## src/rtl/regbank_wr_ctrl.sv

```systemverilog
// regbank_wr_ctrl
//   Write-port controller for a 32 x 32 register bank. After reset it
//   optionally zero-fills r1..r31, then arbitrates between two write
//   requesters using a round-robin pointer. Register r0 is hard-wired
//   zero, so it is never written.
//
// Ports
//   clk             rising-edge clock shared with the register bank
//   rst             asynchronous active-high reset
//   req_a_valid     requester A (ALU writeback) has a write pending
//   req_a_reg       requester A destination register index
//   req_a_data      requester A write data
//   req_a_ready     requester A write accepted this cycle (combinational)
//   req_b_*         same as req_a_*, for requester B (load unit)
//   writereg        register bank write index (registered)
//   writedata       register bank write data (registered)
//   writeflag       register bank write enable (registered)
//   init_done       zero-fill finished, arbitration live
//
// Parameter
//   CLEAR_ON_RESET  1 = zero-fill after reset, 0 = go straight to arbitration
//
// state   | meaning
// --------+-------------------------------------------------------------
// ST_INIT | zero-fill: write 0 to r[cnt], cnt = 1..31; cnt wraps to 0
//         | after r31 is issued, which marks the hand-over cycle
// ST_RUN  | arbitration between requesters A and B, one write per cycle

module regbank_wr_ctrl #(
   parameter int CLEAR_ON_RESET = 1
) (
   input  logic        clk,
   input  logic        rst,
   input  logic        req_a_valid,
   input  logic [4:0]  req_a_reg,
   input  logic [31:0] req_a_data,
   output logic        req_a_ready,
   input  logic        req_b_valid,
   input  logic [4:0]  req_b_reg,
   input  logic [31:0] req_b_data,
   output logic        req_b_ready,
   output logic [4:0]  writereg,
   output logic [31:0] writedata,
   output logic        writeflag,
   output logic        init_done
);

   typedef enum logic {
      ST_INIT = 1'b0,
      ST_RUN  = 1'b1
   } state_t;

   localparam state_t RST_STATE = (CLEAR_ON_RESET != 0) ? ST_INIT : ST_RUN;
   localparam logic   PTR_A     = 1'b0;
   localparam logic   PTR_B     = 1'b1;

   state_t      state, state_nxt;
   logic [4:0]  cnt, cnt_nxt;
   logic        ptr, ptr_nxt;
   logic        flag_nxt;
   logic [4:0]  reg_nxt;
   logic [31:0] data_nxt;
   logic        done_nxt;
   logic        grant_a, grant_b;

   always_ff @(posedge clk or posedge rst) begin
      if (rst) begin
         state     <= RST_STATE;
         cnt       <= 5'd1;
         ptr       <= PTR_A;
         writeflag <= 1'b0;
         writereg  <= 5'd0;
         writedata <= 32'd0;
         init_done <= 1'b0;
      end else begin
         state     <= state_nxt;
         cnt       <= cnt_nxt;
         ptr       <= ptr_nxt;
         writeflag <= flag_nxt;
         writereg  <= reg_nxt;
         writedata <= data_nxt;
         init_done <= done_nxt;
      end
   end

   always_comb begin
      state_nxt = state;
      cnt_nxt   = cnt;
      ptr_nxt   = ptr;
      flag_nxt  = 1'b0;
      reg_nxt   = writereg;
      data_nxt  = writedata;
      done_nxt  = init_done;
      grant_a   = 1'b0;
      grant_b   = 1'b0;

      case (state)
         ST_INIT: begin
            // cnt == 0 only after the r31 write has been issued
            if (cnt == 5'd0) begin
               state_nxt = ST_RUN;
               done_nxt  = 1'b1;
            end else begin
               flag_nxt = 1'b1;
               reg_nxt  = cnt;
               data_nxt = 32'd0;
               cnt_nxt  = cnt + 5'd1;
            end
         end
         ST_RUN: begin
            done_nxt = 1'b1;
            if (req_a_valid && (!req_b_valid || ptr == PTR_A)) begin
               grant_a = 1'b1;
            end else if (req_b_valid) begin
               grant_b = 1'b1;
            end

            // A write to r0 is accepted and moves the pointer, but never
            // reaches the bank; the last index/data stay on the bus.
            if (grant_a) begin
               ptr_nxt = PTR_B;
               if (req_a_reg != 5'd0) begin
                  flag_nxt = 1'b1;
                  reg_nxt  = req_a_reg;
                  data_nxt = req_a_data;
               end
            end else if (grant_b) begin
               ptr_nxt = PTR_A;
               if (req_b_reg != 5'd0) begin
                  flag_nxt = 1'b1;
                  reg_nxt  = req_b_reg;
                  data_nxt = req_b_data;
               end
            end
         end
         default: state_nxt = RST_STATE;
      endcase

      // rst gates ready directly so nothing is acknowledged while reset is high
      req_a_ready = grant_a & ~rst;
      req_b_ready = grant_b & ~rst;
   end

endmodule

```

## config.mk

```make
export PLATFORM = sky130hd
export DESIGN_NAME = regbank_wr_ctrl
export DESIGN_NICKNAME = d
export VERILOG_FILES = /design/src/rtl/regbank_wr_ctrl.sv
export SDC_FILE = /design/constraint.sdc
export NUM_CORES = 1
export LEC_CHECK = 0
export CAP_MARGIN = 20
export CORE_ASPECT_RATIO = 1.2
export CORE_UTILIZATION = 43
export DETAILED_ROUTE_END_ITERATION = 8
export PLACE_DENSITY = 0.95
export SYNTH_ARGS = -nofsm -noshare
export SYNTH_HDL_FRONTEND = slang
export SYNTH_SLANG_ARGS = --single-unit
```

## constraint.sdc

```tcl
create_clock -name clk -period 4.3 [get_ports clk]
set_input_delay 0.86 -clock clk [delete_from_list [all_inputs] [get_ports clk]]
set_output_delay 0.86 -clock clk [all_outputs]
set_load 0.01 [all_outputs]
```

==> metrics.md <==
| Metric | Value |
|---|---|
| Status | completed |
| DR iter-0 viols | 66 |
| R2R cell count | 6 |
| Nets | 368 |
| Startpoint types | primary input |
| Period utilization | between 70% and 80% |
| Drt pass-1 iters | 4 |
| Reg clk slew, reported paths | ~0.08 ns |
| CTS Buf Count | 5 |
| Final number of hold-violating endpoints | 0 |
| Fmax | a little under 0.3 GHz |
| Hold-fix buffers, CTS | 0 |
| Total grt overflow | 0 |
| Port Buffers | 118 |
| Row count | 28 |
| Overall Power | 0.00123 W |
| Hold path depth | 1 |
| Dpl cells | approximately 340 |
| Synth Cell Area | 2270 um2 |
| Routability Congestion | approximately 0.79 |
| Die Area | roughly 5600 um2 |
| Vias | 1,898 |
| Antenna Nets Post-Route | 0 |
| Final worst setup slack | approximately 0.95 ns |
| Die Ht | roughly 82 um |
| Core area | 5010 um2 |
| Rel. slew slack | between 40% and 50% |
| Post-Synthesis Cells | 170 |
| Mean post-synth cell area | 13.4 um2 |
| Tightest Pin Transition | roughly 0.78 ns |
| Cell Int Power | just over 0.0009 W |
| Combinational Power Share | ~37% |
| GRT Overall Usage | between 20 and 25% |
| Largest net degree at the start of global routing | 39 |
| Yosys warnings | 0 |
| Number of setup buffers added after CTS | 0 |
| Max FO, Critical Path | 5 |
| Worst Setup End Kind | output pin |
| Setup Viol. Count Final | 0 |
| Pwr dens | around 340 nW/um2 |
| Share of cells above drive strength 1 | between 10% and 20% |
| Post-CTS Resized | 0 |
| WS Path Type | in2out |
| I/O pin count | roughly 120 |
| Distinct cells, synth | 31 |
| Post-Syn Nets | 250 |
| Vias in the first global route | 1,869 |
| Design Area, Final | about 3600 um2 |
| Net Sw Power | 0.000325 W |
| Clock root cell | clkbuf_8 |
| Clk sink count | 46 |
| Post-placement cell area | 3530 um2 |
| Register area | about 1200 um2 |
| Worst skew pair latency | between 0.2 and 0.3 ns |
| Setup WS pre-CTS | around 0.95 ns |
| Crit path DAT | approximately 2.5 ns |
| Post-Route Skew | ~0.0023 ns |
| FF+latch count, synth | 46 |
| # diodes | 0 |
| RSZ-0062 raised after global routing | false |
| EDFF count, synth | 0 |
| Multi-input gate area | approximately 1000 um2 |
| Switching Share | a little over a quarter |
| Clk buf depth | 2 |
| Commonest register cell after synthesis | dfrtp_1 |
| Layout area overhead | 58.7% |
| Post-synth top area cell | dfrtp_1 |
| Mean number of vias per cell | 5.45 |
| Clock Power Share | around a fifth |
| Routed len/inst | ~17 um |
| Area fraction of the dominant cell type after synthesis | about half |
| Wire length of the first global-routing pass | ~8800 um |
| Req. time, crit path | ~3.4 ns |
| Fin Setup TNS | 0 ns |
| Max-cap violations | 0 |
| Pleak | between 1.5 and 2 nW |
| Reg power frac | ~44% |
| Final non-filler cell total | roughly 350 |
| Final HPWL from detailed placement | ~4500 um |
| CTS tree | built |
| H-tree levels | 2 |
| Final Slew Violations | 0 |
| Crit path time final | approximately 3.4 ns |
| Top cells by area, synth | dfrtp_1 (50%), a22o_1 (12%), mux2_4 (9.9%) |
| # DRC | 0 |
| VDD IR max | 187 uV |
| DRT Wirelength | 5900 um |
| Sequential area share after synthesis | between 50% and 60% |
| Initial Util | roughly 45% |
| Initial antenna violation count | 0 |
| Fill cells | about 350 |
| Die X-Extent | approximately 68 um |
| Ys async rst share | between 90% and 100% |
| Min-Delay Path Class | reg2reg |
[kinds of logic after synthesis]
| logic type | share of synthesized area, % |
|---|---|
| xor gates and xnor gates | 1.54 |
| AOI/OAI and AO/OA | 16.7 |
| DFF | 50.7 |
| buffers and inverters | 4.73 |
| adders and majority gates | 1.10 |
| and+or+nand+nor | 4.62 |
| muxes | 20.6 |
[routing by layer]
metal / share of wire, % / track usage, %
met5: 0 / 0
met4: 1.9 / 6.88
met3: 5.9 / 4.31
met2: 54 / 39.3
met1: 39 / 24.2
[worst max-delay path: stages]
cell	delay, ns
clkdlybuf4s50_1	0.59
nand2_1	0.16
a21oi_4	0.17
and3_1	0.17
clkdlybuf4s50_1	0.55
[cell usage after synthesis (all sizes together) (2+ instances only)]
library cell / count
nand2: 4
mux2: 33
clkbuf: 5
or4: 2
ha: 2
dfrtp: 45
a21oi: 3
xnor2: 4
nand3: 2
a222oi: 4
buf: 7
nor4b: 2
inv: 10
a22o: 32
mux2i: 4
[area by class of cell]
type,count,area share [%]
clock buffers,7,2.12
inverters,10,1.04
repair buffers,123,33.8
well taps,60,2.08
multi-input cells,102,29.0
flip-flops and latches,46,31.9
[registers in the layout, indices dropped and copies added, names as in the netlist]
signal and cells:
writereg 5, writeflag 1, writedata 32, ptr 1, cnt 5, init_done 1
state 1
[power by group through the flow]
stage | combinational (W) | sequential [W] | clock [W]
6_report | 0.000456 | 0.000540 | 0.000237
5_1_grt | 0.000485 | 0.000551 | 0.000266
4_1_cts | 0.000460 | 0.000541 | 0.000245
3_5_place_dp | 0.000458 | 0.000549 | 0
3_3_place_gp | 0.000449 | 0.000545 | 0
2_1_floorplan | 0.000172 | 0.000580 | 0
[per-stage QoR]
| stage | util (%) | hold WS, ns |
|---|---|---|
| CTS | 72.0 | 0.499 |
| finish | 72.0 | 0.504 |
| floorplan | - | 0.460 |
| global route | 72.0 | 0.510 |
| detailed placement | 70.5 | 0.484 |
| global placement | 70.5 | 0.475 |
[cell usage in the layout (no fill, tap or decap)]
master | synthesis | routed
clkdlybuf4s50_1 | 0 | 118
dfrtp_1 | 45 | 45
a22o_1 | 32 | 32
mux2_2 | 18 | 18
mux2_4 | 15 | 15
inv_1 | 10 | 9
clkbuf_8 | 0 | 5
buf_4 | 0 | 5
nand2_1 | 4 | 4
a222oi_1 | 4 | 4
mux2i_1 | 4 | 4
xnor2_1 | 4 | 4
a21oi_4 | 0 | 2
nand3_1 | 2 | 2
ha_1 | 2 | 2
clkbuf_1 | 5 | 2
or4_1 | 1 | 1
o221ai_1 | 1 | 1
nor4b_1 | 1 | 1
or4_4 | 1 | 1
nor4b_4 | 1 | 1
a221oi_4 | 0 | 1
nor2_1 | 1 | 1
inv_2 | 0 | 1
and2_1 | 1 | 1
and3_1 | 1 | 1
o21ai_0 | 1 | 1
nor2b_1 | 1 | 1
a21oi_1 | 3 | 1
a31oi_1 | 1 | 1
or3_1 | 1 | 1
a221o_1 | 1 | 1
dfstp_2 | 1 | 1
[final timing paths]
path / from / slack (ns) / end
setup / recovery: req_b_valid / 0.95 / req_b_ready
hold / removal: cnt[2] / 0.50 / cnt[2]
setup reg to reg: state / 2.07 / writedata[29]
hold reg to reg: cnt[2] / 0.50 / cnt[2]
max in group asynchronous: rst / 2.72 / writedata[29]
min in group asynchronous: rst / 0.89 / init_done
No activity file was read; power rests on OpenSTA's default activity.
